--- src/rtl/oam_dma_pkg.sv ---
// Shared OAM DMA memory-map constants and engine state encoding.
// Used by the DMA engine, the MMU and the GPU register readback.
package oam_dma_pkg;

    localparam logic [15:0] DMA_REG   = 16'hFF46;
    localparam logic [15:0] OAM_BASE  = 16'hFE00;
    localparam logic [15:0] HRAM_BASE = 16'hFF80;
    localparam int          OAM_LEN   = 160;
    localparam int          START_DLY = 1;

    typedef enum logic [1:0] {
        ST_IDLE  = 2'd0,
        ST_START = 2'd1,
        ST_READ  = 2'd2,
        ST_WRITE = 2'd3
    } dma_state_t;

endpackage

--- src/rtl/oam_dma_if.sv ---
// Simple byte bus: address, write strobe/data, read strobe/data.
// The master drives the request, the slave returns read data.
interface oam_dma_if;
    import oam_dma_pkg::*;

    logic [15:0] addr;
    logic        we;
    logic [7:0]  wdata;
    logic        rd;
    logic [7:0]  rdata;

    modport master (
        output addr, we, wdata, rd,
        input  rdata
    );

    modport slave (
        input  addr, we, wdata, rd,
        output rdata
    );

endinterface

--- src/rtl/oam_dma.sv ---
// OAM DMA engine: copies page P00-P9F into FE00-FE9F on a write to
// the DMA register, owning the MMU bus and fencing the CPU meanwhile.
module oam_dma
    import oam_dma_pkg::*;
#(
    parameter int          OAM_SIZE     = OAM_LEN,
    parameter logic [15:0] DMA_REG_ADDR = DMA_REG,
    parameter int          START_DELAY  = START_DLY
) (
    input  logic              clk,
    input  logic              rst_n,
    oam_dma_if.slave          cpu,
    oam_dma_if.master         mmu,
    output logic [7:0]        dma_reg,
    output logic              dma_busy,
    output logic [7:0]        dbg_data
);

    localparam logic [7:0] LAST = 8'(OAM_SIZE - 1);
    localparam logic [7:0] DLY_LAST =
        (START_DELAY > 0) ? 8'(START_DELAY - 1) : 8'd0;

    dma_state_t state, state_n;
    logic [7:0] idx;
    logic [7:0] page;
    logic [7:0] dly;
    logic [7:0] data_q;
    logic       trig;
    logic       last;
    logic       dly_done;

    // Trigger is decoded in every state so a busy write restarts the copy.
    assign trig     = cpu.we && (cpu.addr == DMA_REG_ADDR);
    assign last     = (idx == LAST);
    assign dly_done = (dly == DLY_LAST);
    assign dma_busy = (state != ST_IDLE);
    assign dbg_data = data_q;

    always_ff @(posedge clk) begin
        if (!rst_n) begin
            state   <= ST_IDLE;
            idx     <= 8'd0;
            page    <= 8'd0;
            dly     <= 8'd0;
            dma_reg <= 8'h00;
            data_q  <= 8'h00;
        end else begin
            state <= state_n;
            if (trig) begin
                page    <= cpu.wdata;
                dma_reg <= cpu.wdata;
                idx     <= 8'd0;
                dly     <= 8'd0;
            end else begin
                if (state == ST_START)
                    dly <= dly + 8'd1;
                if (state == ST_WRITE && !last)
                    idx <= idx + 8'd1;
            end
            if (state == ST_WRITE)
                data_q <= mmu.rdata;
        end
    end

    always_comb begin
        state_n = state;
        unique case (state)
            ST_IDLE:  state_n = ST_IDLE;
            ST_START: if (dly_done) state_n = ST_READ;
            ST_READ:  state_n = ST_WRITE;
            ST_WRITE: state_n = last ? ST_IDLE : ST_READ;
            default:  state_n = ST_IDLE;
        endcase
        if (trig)
            state_n = ST_START;
    end

    always_comb begin
        mmu.addr  = cpu.addr;
        mmu.we    = cpu.we;
        mmu.wdata = cpu.wdata;
        mmu.rd    = cpu.rd;
        cpu.rdata = mmu.rdata;
        if (state != ST_IDLE) begin
            // Engine owns the bus: every CPU access, HRAM included, is fenced.
            cpu.rdata = 8'hFF;
            mmu.addr  = 16'h0000;
            mmu.we    = 1'b0;
            mmu.wdata = 8'h00;
            mmu.rd    = 1'b0;
        end
        unique case (state)
            ST_READ: begin
                mmu.addr = {page, idx};
                mmu.rd   = 1'b1;
            end
            ST_WRITE: begin
                mmu.addr  = OAM_BASE + {8'h00, idx};
                mmu.wdata = mmu.rdata;
                mmu.we    = 1'b1;
            end
            default: ;
        endcase
    end

endmodule

--- src/flat_wrapper.sv ---
// flat-port wrapper written by rule: the top's interface ports become plain ports
module oam_dma_flat import oam_dma_pkg::*;
#(
    parameter int          OAM_SIZE     = OAM_LEN,
    parameter logic [15:0] DMA_REG_ADDR = DMA_REG,
    parameter int          START_DELAY  = START_DLY
)
  (clk, rst_n, dma_reg, dma_busy, dbg_data, cpu_addr, cpu_we, cpu_wdata, cpu_rd, cpu_rdata, mmu_addr, mmu_we, mmu_wdata, mmu_rd, mmu_rdata);
  oam_dma_if cpu_i ();
  oam_dma_if mmu_i ();
  input  logic clk;
  input  logic rst_n;
  output logic [7:0] dma_reg;
  output logic dma_busy;
  output logic [7:0] dbg_data;
  input wire logic [$bits(cpu_i.addr)-1:0] cpu_addr;
  input wire logic [$bits(cpu_i.we)-1:0] cpu_we;
  input wire logic [$bits(cpu_i.wdata)-1:0] cpu_wdata;
  input wire logic [$bits(cpu_i.rd)-1:0] cpu_rd;
  output wire logic [$bits(cpu_i.rdata)-1:0] cpu_rdata;
  output wire logic [$bits(mmu_i.addr)-1:0] mmu_addr;
  output wire logic [$bits(mmu_i.we)-1:0] mmu_we;
  output wire logic [$bits(mmu_i.wdata)-1:0] mmu_wdata;
  output wire logic [$bits(mmu_i.rd)-1:0] mmu_rd;
  input wire logic [$bits(mmu_i.rdata)-1:0] mmu_rdata;
  assign cpu_i.addr = cpu_addr;
  assign cpu_i.we = cpu_we;
  assign cpu_i.wdata = cpu_wdata;
  assign cpu_i.rd = cpu_rd;
  assign cpu_rdata = cpu_i.rdata;
  assign mmu_addr = mmu_i.addr;
  assign mmu_we = mmu_i.we;
  assign mmu_wdata = mmu_i.wdata;
  assign mmu_rd = mmu_i.rd;
  assign mmu_i.rdata = mmu_rdata;
  oam_dma #(.OAM_SIZE(OAM_SIZE), .DMA_REG_ADDR(DMA_REG_ADDR), .START_DELAY(START_DELAY)) u_core (.clk(clk), .rst_n(rst_n), .cpu(cpu_i), .mmu(mmu_i), .dma_reg(dma_reg), .dma_busy(dma_busy), .dbg_data(dbg_data));
endmodule
--- config.mk ---
export PLATFORM = sky130hd
export DESIGN_NAME = oam_dma_flat
export DESIGN_NICKNAME = d
export VERILOG_FILES = /design/src/rtl/oam_dma_pkg.sv /design/src/rtl/oam_dma_if.sv /design/src/rtl/oam_dma.sv /design/src/flat_wrapper.sv
export SDC_FILE = /design/constraint.sdc
export NUM_CORES = 1
export LEC_CHECK = 0
export BUFFER_PORTS_ARGS = -buffer_cell sky130_fd_sc_hd__buf_2
export CAP_MARGIN = 10
export CORE_MARGIN = 2
export CORE_UTILIZATION = 46
export CTS_CLUSTER_SIZE = 20
export DETAILED_ROUTE_END_ITERATION = 10
export PLACE_DENSITY = 0.77
export SYNTH_ARGS = -nofsm -noshare
export SYNTH_HDL_FRONTEND = slang
export SYNTH_SLANG_ARGS = --single-unit
--- constraint.sdc ---
create_clock -name clk -period 1.48 [get_ports clk]
set_input_delay 0 -clock clk [delete_from_list [all_inputs] [get_ports clk]]
set_output_delay 0 -clock clk [all_outputs]
set_load 0.05 [all_outputs]
==> results.yml, run 1 <==
sta:
  max_freq_mhz: 652
  setup_ws_ns: -0.0540
  skew_ns: 0.00536
  finalSetupViolCount: 13
  hold_slack_ns: 0.0115
  fin_crit_ns: 1.53
  rsz0062_at_grt: "true"
  fin_crit_sh_pct: 104
  slew_headroom_pct: 66.3
  maxSlewViolCount: 0
  tightest_slew_ns: 0.503
  final_hold_viol_count: 0
  fin_tns_setup_ns: -0.244
grt:
  grt_util_all_layers_pct: 26.2
  grt_pass1_vias: 1937
  grt_max_degree: 18
  grt_antenna_before_repair: 0
  grt_pass1_wl_mm: 8.74
  grt_overflow_total: 0
die:
  coreArea_mm2: 0.00374
  ios: 87
  die_w_um: 67.0
  fp.dieArea_mm2: 0.00448
  die_h_um: 67.0
  rows: 22
  start_util_pct: 48.7
final_layout:
  register_area_um2: 686
  nFillCells: 242
  drive_gt1_share_pct: 42.6
  fin_nets: 388
  multi_input_area_mm2: 0.00113
  area_delta_synth_final_pct: 60.5
  antennaDiodeCount: 0
critical_path:
  path_class: "flip-flop to output pin"
  worstPathArrival_ns: 1.53
  cp_max_fo: 7
  cp-start-kind: "flip-flop"
  setup.worst_path.end_class: "output pin"
  critPathRequiredTime_ns: 1.48
detailed_routing:
  ant_nets: 0
  wl_per_cell_um: 17.2
  first_pass_iters: 5
  drt-total-wl_mm: 6.86
  vias: 2301
  viasPerCell: 5.78
  drc: 0
  drt-initial-drc-count: 295
synth:
  syn_area_per_cell_um2: 7.63
  synth_top_area_share_pct: 37.3
  yosys-top-cells-count: "nand2_1 (55), dfxtp_1 (34), a21oi_1 (22)"
  syn-num-nets: 278
  async_flop_share_pct: 0
  yosys.area.top_type: "dfxtp_1"
  synth_edf_count: 0
  ys_ff_latch: 34
  yosys-top-cells-area: "dfxtp_1 (37%), nand2_1 (11%), a21oi_1 (6.0%), o21ai_0 (4.4%), nor2_1 (4.1%)"
  synth_ff_type: "dfxtp_1"
  syn-cell-area_mm2: 0.00182
  yosysMostFrequentCell: "nand2_1"
  ys_seq_area_share_pct: 37.3
  ys_types: 37
  synth_warnings: 0
  synth_cells: 239
placed_design:
  place_hpwl_mm: 3.98
  place_congestion: 0.878
  dp_slack_ns: 0.0967
  place.port_buffers: 86
clock_network:
  clock_latency_ns: 0.29
  clockBufferDepth: 2
  cts.root.buffer_cell: "clkbuf_8"
  cts_tree: "built"
  htree_levels: 2
  clock-sinks: 34
  numCtsBuffers: 5
  cts.clk_slew.worst_paths_ns: 0.07
power:
  irDropWorstVdd_v: 0.000548
  leakage_uw: 0.00137
  pwr_density_cell_mw_per_mm2: 720
run_status:
  violations: "setup timing"
  outcome: "complete, but fails checks"
flow_run:
  max_cap_violations: 0
worst_hold_path:
  hold_class: "primary input to flip-flop"
==> worst paths after layout <==
check | depth (start not counted) | slack, ns | endpoint | startpoint
worst max-delay path | 6 | -0.05 | mmu_wdata[3] | u_core.state[0]
worst min-delay path | 3 | 0.01 | u_core.dma_reg[3] | cpu_wdata[3]
worst max register to register | 4 | 0.05 | u_core.idx[5] | u_core.idx[5]
worst min register to register | 2 | 0.47 | u_core.dbg_data[3] | u_core.dbg_data[3]
==> repair_timing <==
action | 4_1_cts | 5_1_grt
setup endpoints to repair | 24 | 27
gates resized for setup | 31 | 62
pin swaps | 1 | 15
setup buffers | 0 | 5
hold buffers | 8 | 0
endpoints found under the hold margin | 8 | 0
cloned | 1 | 2
==> critical path, cell delays in order (launching register included) <==
cell and delay (ns):
dfxtp_4 0.36, buf_8 0.13, nor2_4 0.22, clkbuf_16 0.20, nand2_1 0.06, nand2_1 0.11, buf_6 0.17
==> power breakdown <==
part | switching, µW | total, µW | leakage [µW] | internal (µW)
sequential | 0.00991 | 913 | 0.000275 | 913
clock | 340 | 715 | 0.0000482 | 375
combinational | 303 | 480 | 0.00104 | 177
==> stage by stage <==
stage	utilization (%)	instance area, µm²	power [µW]	instances
2_1_floorplan	-	1820	1180	239
3_3_place_gp	63.6	2380	1310	374
3_5_place_dp	63.6	2380	1310	374
4_1_cts	71.0	2660	2040	391
5_1_grt	78.1	2930	2170	398
6_report	78.1	2930	2110	398
==> cells by family after synthesis <==
family | Yosys count | share of synthesized area (%)
xor gates and xnor gates | 12 | 5.77
and+or+nand+nor | 118 | 31.3
DFF | 34 | 37.3
buffers and inverters | 19 | 4.94
AOI/OAI and AO/OA | 51 | 17.5
muxes | 2 | 1.10
adders and majority gates | 3 | 2.06
==> final cells by class <==
cell class	count	share of cell area (%)
inverter	5	0.642
sequential	34	23.4
tap	48	2.05
clock inverter	1	0.171
clock buffer	7	2.95
timing repair buffer	117	32.1
multi-input combinational	186	38.7
==> cells in the final DEF, fill, tap and decap left out, types with 7 or more instances in the layout <==
master and n:
a21oi_1 22, a22o_1 8, buf_2 62, buf_4 16, buf_6 18, buf_8 9, dfxtp_1 32, dlygate4sd3_1 8
nand2_1 32, nand2_2 21, nand3_1 10, nor2_1 20, o21ai_0 15, or3_1 9, xor2_1 7
==> per-layer routing <==
layer / vias to the layer above / share of wire (%) / GRT usage (%)
met5: - / 0 / 0
li1: 1052 / - / -
met4: 0 / 4.8 / 14.3
met1: 1048 / 38 / 34.2
met2: 165 / 48 / 39.9
met3: 36 / 8.8 / 5.74
(Power assumes the default switching activity.)
==> run 2, diff against run 1 <==
==> constraint.sdc (replaced) <==
create_clock -name clk -period 1.48 [get_ports clk]
set_input_delay 0.074 -clock clk [delete_from_list [all_inputs] [get_ports clk]]
set_output_delay 0.074 -clock clk [all_outputs]
set_load 0.05 [all_outputs]
==> run 2 against run 1 <==
Non-clock buffer count is 18 lower. Total power is 7.7% lower. Die area is the same. Sequential cell count did not move. Worst hold slack improved by 0.051 ns. Setup slack gained 0.092 ns. Sequential power about the same. Fmax up 6.4%. The run now ends clean. Clock power down 12%. Combinational power fell by 17%. Largest power group unchanged. Wire length fell by 21%.
==> results.yml, run 2 (synthesis results as in run 1) <==
run_status:
  outcome: "complete, no violations"
grt:
  grt_overflow_total: 0
  grt_antenna_before_repair: 0
  met1_usage_pct: 32.1
  met3_usage_pct: 5.74
  grt_util_met2_pct: 41.8
  grt_max_degree: 27
  grt_util_all_layers_pct: 25.1
  top_usage_layer: "met2"
  grt_pass1_wl_mm: 8.51
  grt_pass1_vias: 1851
final_layout:
  fin_util_pct: 67.8
  antennaDiodeCount: 0
  layout_commonest_cell: "buf_2"
  area_delta_synth_final_pct: 39.3
  drive_gt1_share_pct: 35.6
  layout_common_cells: "buf_2 (62), nand2_1 (55), dfxtp_1 (32)"
  fin_nets: 370
detailed_routing:
  drt-initial-drc-count: 110
  viasPerCell: 5.39
  drt-total-wl_mm: 5.45
  drc: 0
  ant_nets: 0
  first_pass_iters: 4
  wl_per_cell_um: 14.4
  vias: 2044
die:
  rows: 22
  ios: 87
  die_w_um: 67.0
  coreArea_mm2: 0.00374
  start_util_pct: 48.7
  fp.dieArea_mm2: 0.00448
  die_h_um: 67.0
critical_path:
  cp_max_fo: 11
  path_class: "flip-flop to output pin"
  setup.worst_path.end_class: "output pin"
  r2r_cells: 5
  worstPathArrival_ns: 1.37
  crit_buf_inv: 2
  path_depth: 4
  crit_chain: "buf_4 > mux2i_2 > nor2_2 > buf_2"
  slowest_delay_ns: 0.40
  cp-start-kind: "flip-flop"
  critPathRequiredTime_ns: 1.41
  crit_family: "buffers and inverters"
  worst_path_max_delay_cell: "dfxtp_2"
clock_network:
  cts_tree: "built"
  cts.clk_slew.worst_paths_ns: 0.06
  clock-sinks: 34
  clock_latency_ns: 0.28
  cts.root.buffer_cell: "clkbuf_8"
  htree_levels: 2
  hold_buffers: 0
  numCtsBuffers: 5
  clockBufferDepth: 2
sta:
  fin_crit_ns: 1.44
  hold_slack_ns: 0.0627
  skew_ns: 0.00417
  tightest_slew_ns: 0.507
  fin_crit_sh_pct: 97.4
  slew_headroom_pct: 66.1
  setup_ws_ns: 0.0377
  final_hold_viol_count: 0
  rsz0062_at_grt: "true"
  maxSlewViolCount: 0
  max_freq_mhz: 693
  finalSetupViolCount: 0
flow_run:
  max_cap_violations: 0
power:
  pwr_density_cell_mw_per_mm2: 765
  swShare_pct: 29.9
  intPower_uw: 1360
  clkPwrFrac_pct: 32.4
  p_sw_uw: 582
  power_frac_seq_pct: 47.1
  leakage_uw: 0.00122
  irDropWorstVdd_v: 0.000510
  p_comb_share_pct: 20.6
placed_design:
  dp_slack_ns: 0.00188
  place_congestion: 0.899
  place.port_buffers: 86
  place_hpwl_mm: 4.06
worst_hold_path:
  hold_class: "primary input to flip-flop"
  min_path_cells: 3
## run 2: cell types whose count changed in the layout (fill, tap and decap cells not counted), sizes merged
cell	change
buf	-19
clkbuf	+9
dlygate4sd3	-8
clkinv	-1
## run 2: area by class of cell
cell class              instances  area (µm²)
fillers                       324        1200
multi-input cells             186        1080
flip-flops and latches         34         683
repair buffers                 99         621
clock buffers                   7        76.3
well taps                      48        60.1
inverters                       5        18.8
## run 2: path summary, 6_finish.rpt
kind                      start            endpoint  slack, ns
max             u_core.state[1]         mmu_addr[8]       0.04
min                cpu_wdata[5]   u_core.dma_reg[5]       0.06
max reg2reg       u_core.idx[1]       u_core.idx[6]       0.12
min reg2reg  u_core.dbg_data[4]  u_core.dbg_data[4]       0.45
## run 2: routing by layer
layer  wire length (µm)  part of all wire, %
met5                  0                    0
met3                354                  6.5
met2               2660                   49
met1               2340                   43
met4                 94                  1.7
## run 2: worst min-delay path, delay by kind of cell
family | cells | cell delay (ns)
buf+inv | 1 | 0.11
simple gates | 1 | 0.06
compound gates | 1 | 0.05
## run 2: metrics by stage
stage          std cells  instance area (µm²)  TNS (ns)  power, µW
2_1_floorplan        239                 1830         0       1180
3_3_place_gp         372                 2370         0       1310
3_5_place_dp         372                 2370         0       1310
4_1_cts              379                 2450         0       1930
5_1_grt              379                 2540   -0.0483       2020
6_report             379                 2540         0       1940
## run 2: power by group through the flow
stage | Sequential [µW] | Combinational (µW) | Clock (µW)
final | 915 | 400 | 629
after global routing | 914 | 422 | 686
after CTS | 915 | 377 | 641
after detailed placement | 935 | 375 | 0
after global placement | 935 | 374 | 0
after floorplan | 935 | 246 | 0
## run 2: timing repair
action	4_1_cts	5_1_grt
hold endpoints to repair	0	0
setup endpoints to repair	19	28
gates resized for setup	5	40
setup buffers	0	0
pin swaps	0	0
==> run 3, diff against run 2 <==
--- a/config.mk
+++ b/config.mk
@@ -12,6 +12,7 @@
 export CTS_CLUSTER_SIZE = 20
 export DETAILED_ROUTE_END_ITERATION = 10
 export PLACE_DENSITY = 0.77
+export SETUP_SLACK_MARGIN = 0.15
 export SYNTH_ARGS = -nofsm -noshare
 export SYNTH_HDL_FRONTEND = slang
 export SYNTH_SLANG_ARGS = --single-unit
==> constraint.sdc (replaced) <==
create_clock -name clk -period 1.6 [get_ports clk]
set_input_delay 0.08 -clock clk [delete_from_list [all_inputs] [get_ports clk]]
set_output_delay 0.08 -clock clk [all_outputs]
set_load 0.05 [all_outputs]
==> run 3 against run 2 <==
Setup slack improved by 0.096 ns. Critical path depth rose by 2. Die area unchanged. Cell count increased by 2.4%. Register-to-register slack better by 0.09 ns. Largest power group unchanged.
==> results.yml, run 3 (synthesis results as in run 1) <==
die:
  die_h_um: 67.0
  ios: 87
  die_w_um: 67.0
  start_util_pct: 48.7
  coreArea_mm2: 0.00374
  fp.dieArea_mm2: 0.00448
  rows: 22
final_layout:
  nFillCells: 256
  area_delta_synth_final_pct: 55.2
  drive_gt1_share_pct: 42.1
  fin_nets: 378
  layout_commonest_cell: "buf_2"
  fin_cells: 388
  layout_common_cells: "buf_2 (53), nand2_1 (47), buf_6 (36)"
  fin_util_pct: 75.6
  antennaDiodeCount: 0
detailed_routing:
  drt-initial-drc-count: 175
  drc: 0
  viasPerCell: 5.41
  wl_per_cell_um: 15.1
  drt-total-wl_mm: 5.87
  first_pass_iters: 4
  vias: 2099
  ant_nets: 0
critical_path:
  worstPathArrival_ns: 1.39
  worst_path_max_delay_cell: "dfxtp_2"
  path_class: "flip-flop to output pin"
  crit_chain: "buf_6 > nor2_4 > buf_6 > nand2_1 > nand2_1 > buf_6"
  cp-start-kind: "flip-flop"
  slowest_delay_ns: 0.34
  critPathRequiredTime_ns: 1.52
  cp_max_fo: 9
  cpMostUsedCell: "buf_6"
  setup.worst_path.end_class: "output pin"
grt:
  grt_pass1_vias: 1794
  grt_overflow_total: 0
  grt_util_all_layers_pct: 25.7
  grt_pass1_wl_mm: 8.52
  grt_max_degree: 18
  grt_antenna_before_repair: 0
sta:
  maxSlewViolCount: 0
  max_freq_mhz: 682
  skew_ns: 0.00693
  final_hold_viol_count: 0
  fin_crit_sh_pct: 91.7
  finalSetupViolCount: 0
  setup_ws_ns: 0.133
  fin_tns_setup_ns: 0
  slew_headroom_pct: 66.1
  tightest_slew_ns: 0.507
  fin_crit_ns: 1.47
  rsz0062_at_grt: "true"
power:
  clkPwrFrac_pct: 34.0
  pwr_density_cell_mw_per_mm2: 680
  p_comb_share_pct: 22.1
  p_sw_uw: 577
  power_frac_seq_pct: 43.9
  irDropWorstVdd_v: 0.000567
  intPower_uw: 1350
  leakage_uw: 0.00132
  swShare_pct: 30.0
  power_uw: 1920
placed_design:
  place_congestion: 0.912
  place.port_buffers: 86
  place_hpwl_mm: 3.99
  dp.cells: 370
  dp_slack_ns: 0.118
clock_network:
  cts.root.buffer_cell: "clkbuf_8"
  cts_tree: "built"
  hold_buffers: 0
  htree_levels: 2
  clockBufferDepth: 2
  numCtsBuffers: 5
  clock-sinks: 34
  clock_latency_ns: 0.29
  cts.clk_slew.worst_paths_ns: 0.07
run_status:
  outcome: "complete, no violations"
worst_hold_path:
  hold_class: "primary input to flip-flop"
flow_run:
  max_cap_violations: 0
run 3: cell types whose count changed in the layout (fill, tap and decap cells not counted), sizes merged:
cell and delta:
buf +19, clkbuf -11, clkinv +1
run 3: layer usage:
metal / vias up / GRT usage (%) / wire length [µm] / part of all wire (%)
met1: 983 / 33.9 / 2540 / 43
met4: 0 / 12.0 / 93 / 1.6
met2: 74 / 40.3 / 2900 / 49
li1: 1035 / - / - / -
met5: - / 0 / 0 / 0
met3: 7 / 4.73 / 333 / 5.7
run 3: cell type report:
type                    instances  area, µm²  area share, %
multi-input cells             186       1140           40.2
repair buffers                107        833           29.5
flip-flops and latches         34        687           24.3
clock buffers                   7       86.3           3.05
well taps                      48       60.1           2.12
inverters                       5       18.8          0.663
clock inverters                 1       5.00          0.177
run 3: path summary, 6_finish.rpt:
path / startpoint / end / slack (ns) / cells past startpoint
hold reg to reg: u_core.dbg_data[5] / u_core.dbg_data[5] / 0.45 / 2
setup / recovery: u_core.state[1] / mmu_wdata[3] / 0.13 / 6
setup reg to reg: u_core.state[1] / u_core.dly[6] / 0.21 / 7
hold / removal: mmu_rdata[1] / u_core.dbg_data[1] / 0.07 / 3
run 3: worst max-delay path, delay by kind of cell, from the launching register on:
kind,cells,cell delay (ns)
buffers and inverters,3,0.44
flip-flops,1,0.34
AND/OR/NAND/NOR,3,0.31
run 3: per-stage QoR:
| step | hold WS, ns | area (µm²) |
|---|---|---|
| after detailed placement | 0.361 | 2340 |
| after CTS | 0.0496 | 2610 |
| after global placement | 0.351 | 2340 |
| after global routing | 0.0671 | 2830 |
| final | 0.0702 | 2830 |
| after floorplan | 0.232 | 1830 |
run 3: repair_timing:
item	in CTS	in global routing
endpoints found under the setup margin	34	43
cloned	2	0
pin swaps	2	6
resized for setup	50	59
buffers inserted	3	5
run 3: power by group through the flow:
stage | clock network (µW) | registers, µW | logic [µW]
floorplan | 0 | 865 | 228
global placement | 0 | 865 | 345
detailed placement | 0 | 865 | 346
CTS | 665 | 844 | 382
global route | 703 | 844 | 441
finish | 653 | 844 | 425
